<file path="src/rtl/register_file_32x32.sv">
`timescale 1ns/1ps
`default_nettype none
// ============================================================================
//  Module      : register_file_32x32
//  Description : 32-entry register array. It has one write port addressed by a
//                one-hot select and two read ports with binary addresses.
//                Read data is registered. A write or clear that hits the
//                address being read on the same edge bypasses into the read
//                data. A built-in sequencer clears the array, zeroing one
//                entry per cycle over 32 cycles. A write whose select is not
//                one-hot is rejected and pulses sel_err for one cycle.
//  Revision    : 1.0 - initial release
// ----------------------------------------------------------------------------
//  Ports
//    clk        in   1      rising-edge clock
//    rst_n      in   1      asynchronous active-low reset
//    wr_en      in   1      write request
//    wr_sel     in   32     one-hot write select, bit i selects register i
//    wr_data    in   WIDTH  write data
//    rd_addr_a  in   5      read address, port A
//    rd_addr_b  in   5      read address, port B
//    rd_data_a  out  WIDTH  registered read data, port A
//    rd_data_b  out  WIDTH  registered read data, port B
//    clr_req    in   1      start a full-array clear (honoured in IDLE only)
//    busy       out  1      clear sequence in progress
//    sel_err    out  1      one-cycle pulse after a rejected write
// ============================================================================
module register_file_32x32 #(
    parameter int WIDTH    = 32,
    parameter int ZERO_REG = 0
) (
    input  logic             clk,
    input  logic             rst_n,
    input  logic             wr_en,
    input  logic [31:0]      wr_sel,
    input  logic [WIDTH-1:0] wr_data,
    input  logic [4:0]       rd_addr_a,
    input  logic [4:0]       rd_addr_b,
    output logic [WIDTH-1:0] rd_data_a,
    output logic [WIDTH-1:0] rd_data_b,
    input  logic             clr_req,
    output logic             busy,
    output logic             sel_err
);

    localparam logic [0:0]  S_IDLE     = 1'b0;
    localparam logic [0:0]  S_CLEAR    = 1'b1;
    localparam logic [4:0]  C_LAST_IDX = 5'd31;
    // When register 0 is hard-wired, its write strobe is masked off. A one-hot
    // write to it is still a legal select and is simply dropped.
    localparam logic [31:0] C_WR_MASK  = (ZERO_REG != 0) ? 32'hFFFF_FFFE
                                                         : 32'hFFFF_FFFF;

    logic [0:0]       r_state;
    logic [4:0]       r_clr_cnt;
    logic             r_sel_err;
    logic [WIDTH-1:0] r_regs [32];
    logic [WIDTH-1:0] r_rd_data_a;
    logic [WIDTH-1:0] r_rd_data_b;

    logic             w_idle;
    logic             w_sel_onehot;
    logic             w_wr_valid;
    logic [31:0]      w_wr_hit;
    logic [31:0]      w_clr_hit;
    logic [WIDTH-1:0] w_rd_next_a;
    logic [WIDTH-1:0] w_rd_next_b;

    assign w_idle = (r_state == S_IDLE);

    // A non-zero vector is one-hot when clearing its lowest set bit leaves
    // nothing behind.
    assign w_sel_onehot = (wr_sel != 32'd0) &&
                          ((wr_sel & (wr_sel - 32'd1)) == 32'd0);
    assign w_wr_valid   = w_idle && wr_en && w_sel_onehot;

    // Per-register strobes. Because the write strobe is the one-hot select
    // itself, each read port can test bypass with a single bit lookup, and no
    // encoder is needed.
    assign w_wr_hit  = w_wr_valid ? (wr_sel & C_WR_MASK) : 32'd0;
    assign w_clr_hit = (r_state == S_CLEAR) ? (32'd1 << r_clr_cnt) : 32'd0;

    // Read-data next value: stored content, then same-edge write bypass, then
    // same-edge clear bypass. Write and clear never coincide, because writes
    // are accepted only in IDLE.
    always_comb begin
        w_rd_next_a = r_regs[rd_addr_a];
        if (w_wr_hit[rd_addr_a]) begin
            w_rd_next_a = wr_data;
        end
        if (w_clr_hit[rd_addr_a]) begin
            w_rd_next_a = '0;
        end
        if ((ZERO_REG != 0) && (rd_addr_a == 5'd0)) begin
            w_rd_next_a = '0;
        end
    end

    always_comb begin
        w_rd_next_b = r_regs[rd_addr_b];
        if (w_wr_hit[rd_addr_b]) begin
            w_rd_next_b = wr_data;
        end
        if (w_clr_hit[rd_addr_b]) begin
            w_rd_next_b = '0;
        end
        if ((ZERO_REG != 0) && (rd_addr_b == 5'd0)) begin
            w_rd_next_b = '0;
        end
    end

    // Register array
    always_ff @(posedge clk or negedge rst_n) begin
        if (!rst_n) begin
            for (int i = 0; i < 32; i++) begin
                r_regs[i] <= '0;
            end
        end else begin
            for (int i = 0; i < 32; i++) begin
                if (w_clr_hit[i]) begin
                    r_regs[i] <= '0;
                end else if (w_wr_hit[i]) begin
                    r_regs[i] <= wr_data;
                end
            end
        end
    end

    // Registered read ports
    always_ff @(posedge clk or negedge rst_n) begin
        if (!rst_n) begin
            r_rd_data_a <= '0;
            r_rd_data_b <= '0;
        end else begin
            r_rd_data_a <= w_rd_next_a;
            r_rd_data_b <= w_rd_next_b;
        end
    end

    // Clear sequencer and select-error flag
    always_ff @(posedge clk or negedge rst_n) begin
        if (!rst_n) begin
            r_state   <= S_IDLE;
            r_clr_cnt <= 5'd0;
            r_sel_err <= 1'b0;
        end else begin
            // A request is rejected only when it is seen in IDLE.
            r_sel_err <= w_idle && wr_en && !w_sel_onehot;
            case (r_state)
                S_IDLE: begin
                    if (clr_req) begin
                        r_state   <= S_CLEAR;
                        r_clr_cnt <= 5'd0;
                    end
                end
                S_CLEAR: begin
                    r_clr_cnt <= r_clr_cnt + 5'd1;
                    if (r_clr_cnt == C_LAST_IDX) begin
                        r_state <= S_IDLE;
                    end
                end
                default: begin
                    r_state <= S_IDLE;
                end
            endcase
        end
    end

    // busy is decoded straight from the state register, so it drops together
    // with an asynchronous reset.
    assign busy      = (r_state == S_CLEAR);
    assign sel_err   = r_sel_err;
    assign rd_data_a = r_rd_data_a;
    assign rd_data_b = r_rd_data_b;

endmodule
`default_nettype wire

</file>
<file path="config.mk">
export PLATFORM = sky130hd
export DESIGN_NAME = register_file_32x32
export DESIGN_NICKNAME = d
export VERILOG_FILES = /design/src/rtl/register_file_32x32.sv
export SDC_FILE = /design/constraint.sdc
export NUM_CORES = 2
export LEC_CHECK = 0
export CAP_MARGIN = 20
export CORE_MARGIN = 10
export CORE_UTILIZATION = 60
export CTS_BUF_LIST = sky130_fd_sc_hd__clkbuf_16
export DETAILED_ROUTE_END_ITERATION = 6
export PLACE_DENSITY = 0.76
export SLEW_MARGIN = 20
export SYNTH_ARGS = -nofsm -noshare
export SYNTH_HDL_FRONTEND = slang
export SYNTH_SLANG_ARGS = --single-unit
</file>
<file path="constraint.sdc">
create_clock -name clk -period 8.4 [get_ports clk]
set_input_delay 0.84 -clock clk [delete_from_list [all_inputs] [get_ports clk]]
set_output_delay 0.84 -clock clk [all_outputs]
set_load 0.1 [all_outputs]
</file>
==> metrics.cfg <==
[critical_path]
critPathSlowestCell = and2_2
end_kind = flip-flop
cp.arrival_ps = 5870
required_ps = 8980
path_cells = clkdlybuf4s50_1 -> or4_1 -> or3_1 -> o31ai_1 -> nor4b_1 -> nand4_1 -> nor4_4 -> buf_4 -> and2_2 -> buf_4 -> o21ai_0
worstPathMaxFanout = 35
cpPeakStageDelay_ps = 880
worstSetupPathType = primary input to flip-flop
cpMostUsedCell = buf_4
startpoint_type = primary input

[detailed_routing]
viasPerCell = 7.11
ant_nets = 0
drt_iter0_drc = 8216
wl_per_cell_um = 30.2
vias = 50700
drc = 0
dr.pass1.iters = 7
routed_wl_um = 215000

[synth]
ys_seq_area_frac = 0.446
synth.distinct_cells = 59
postSynthAreaPerCell_sq_um = 10.4
synth-edff-count = 0
syn_inst = 5928
synth_ff_type = dfrtp_1
ys_ff_latch = 1095
syn_nets = 6013
synth_area_sq_mm = 0.0614
async_flop_share = 1.00
yosysWarnings = 0

[pwr]
p_comb_frac = 0.357
vdd_drop_max_v = 0.000319
leakagePower_nw = 27.4
p_int_mw = 14.1
switching_share = 0.381
cellPowerDensity_mw_per_mm2 = 341
netSwitchingPower_mw = 8.63
seq_power_share = 0.415
pwr-share-clk = 0.228

[grt]
grt_pass1_vias = 50800
grtUsageTotal = 0.368
overflow = 0
grt_antenna_before_repair = 6
grt_pass1_wl_um = 322000
grt_max_degree = 177

[final_layout]
nFillCells = 7490
multi_input_area_sq_mm = 0.0313
layout.nets = 5748
drive_gt1_frac = 0.183
final_area_sq_mm = 0.0666
area_delta_synth_final_pct = 8.44
seq_area_sq_mm = 0.0274

[flow_run]
max_cap_viol_count = 0

[cts]
numClockSinks = 1095
cts_resized = 0
cts_buffers = 113
clk_pin_slew_worst_paths_ps = 60
htreeDepth = 3
postCtsSetupBuffers = 0
clk_latency_ps = 750
cts-root-buf = clkbuf_16
clk_path_buf_depth = 3
cts_hold_buf = 0
cts_tree = built

[sta]
fmax_ghz = 0.189
hold_viol = 0
slew_headroom = 0.166
finalSetupTns_ps = 0
setup_viol = 0
min_period_ps = 5290
slew_viol_final = 0
finClkSkew_ps = 32.1
period_share = 0.630
rsz0062_at_grt = no
tightest_slew_ps = 1250

[floorplan]
coreArea_sq_mm = 0.102
fp-row-count = 117
die_area_sq_mm = 0.116
initial_core_util = 0.604
ioPinCount = 144
die_w_um = 340
die_h_um = 340

[placed_design]
io_buffers = 143
dp_hpwl_um = 125000
dpl-instance-area_sq_mm = 0.0628
gp_congestion = 0.918

[worst_hold_path]
hp-class = primary input to asynchronous set/reset pin

[run_status]
status = finished, final reports clean

power by group through the flow:
stage	sequential, mW	combinational (mW)	clock [mW]
final	9.42	8.11	5.16
after global routing	9.62	8.60	5.37
after CTS	9.30	7.94	5.14
after detailed placement	9.33	7.91	0
after global placement	9.16	7.63	0
after floorplan	9.90	4.64	0
registers in the layout, indices dropped and copies added (netlist names):
name / count
busy: 1
r_regs: 1024
sel_err: 1
r_clr_cnt: 5
rd_data_b: 32
rd_data_a: 32
metal layers:
layer / vias up / part of all wire / global-route usage
met5: - / 0.00031 / 0
met4: 10 / 0.077 / 0.234
met3: 1073 / 0.16 / 0.141
met2: 4476 / 0.43 / 0.528
met1: 24800 / 0.33 / 0.470
li1: 20300 / - / -
final timing paths:
path / to / slack (ps) / startpoint / depth (start not counted)
max: r_regs[750]$_DFFE_PN0P_ / 3110 / wr_sel[1] / 11
min in group clk: r_regs[193]$_DFFE_PN0P_ / 540 / r_regs[193]$_DFFE_PN0P_ / 2
min: rd_data_b[24]$_DFF_PN0_ / 220 / rst_n / 1
max reg2reg: rd_data_a[14]$_DFF_PN0_ / 3570 / busy$_DFF_PN0_ / 10
min reg2reg: r_regs[193]$_DFFE_PN0P_ / 540 / r_regs[193]$_DFFE_PN0P_ / 2
max in group asynchronous: r_regs[775]$_DFFE_PN0P_ / 6030 / rst_n / 3
cell families (layout without fill, tap and decap cells):
kind of cell / Yosys count / in the layout / share of synthesized area
AOI/OAI and AO/OA: 1167 / 1167 / 0.102
adders and majority gates: 9 / 9 / 0.00175
buffers and inverters: 652 / 477 / 0.0481
DFF: 1095 / 1095 / 0.446
muxes: 749 / 749 / 0.259
other: 0 / 1 / 0
and+or+nand+nor: 2256 / 2256 / 0.143
placed cells by master, fill, tap and decap left out, drive strengths merged, types with 5 or more instances in the layout:
master	netlist	routed
nand2	2119	2119
nor2	24	24
buf	224	139
nor2b	6	6
and2	34	34
nor3	7	7
a21oi	32	32
nor4	10	10
clkbuf	422	117
or4	5	5
o31ai	6	6
mux2	5	5
ha	7	7
nand4	5	5
or3	9	9
o211a	33	33
dfrtp	1095	1095
bufinv	0	14
mux2i	71	71
inv	6	32
mux4	673	673
o21ai	1038	1038
o41ai	34	34
clkdlybuf4s50	0	126
clkinv	0	46
nand3	21	21
worst max-delay path: cells and delay by family:
family | cells | cell delay (ps)
buffers and inverters | 3 | 1390
AO/OA/AOI/OAI | 2 | 500
AND/OR/NAND/NOR | 6 | 3070
cells in the mapped netlist (all sizes together) (3+ instances only):
cell	count	share of area
nor4	10	0.0015
dfrtp	1095	0.45
nor2	24	0.0015
or2	3	0.00031
ha	7	0.0014
o211a	33	0.0054
mux2	5	0.00092
a21oi	32	0.0026
mux4	673	0.25
inv	6	0.00037
nand4	5	0.00051
nand3	21	0.0017
and3	3	0.00031
nor2b	6	0.00061
nand4b	3	0.00043
o31ai	6	0.00073
nand2	2119	0.13
o41ai	34	0.0052
o21ai	1038	0.085
clkbuf	422	0.027
or4	5	0.00061
nor3	7	0.00065
mux2i	71	0.012
or3	9	0.00092
o22ai	4	0.00041
and2	34	0.0035
buf	224	0.021
final cells by class:
| cell class | instances | area share |
|---|---|---|
| clock inverters | 89 | 0.0118 |
| well taps | 1368 | 0.0257 |
| flip-flops and latches | 1095 | 0.411 |
| multi-input cells | 4181 | 0.470 |
| repair buffers | 266 | 0.0373 |
| diodes | 1 | 0.0000376 |
| inverters | 6 | 0.000338 |
| clock buffers | 116 | 0.0436 |
through the flow:
stage | std cells | setup slack (ps) | utilization | hold slack, ps | total power, mW
global placement | 6913 | 2640 | 0.617 | 513 | 16.8
global route | 7122 | 3000 | 0.655 | 269 | 23.6
floorplan | 5928 | 4370 | - | 501 | 14.5
finish | 7122 | 3110 | 0.655 | 217 | 22.7
CTS | 7119 | 3300 | 0.654 | 257 | 22.4
detailed placement | 6914 | 2600 | 0.618 | 530 | 17.2
Note: power is estimated with default switching activity, not from simulation.
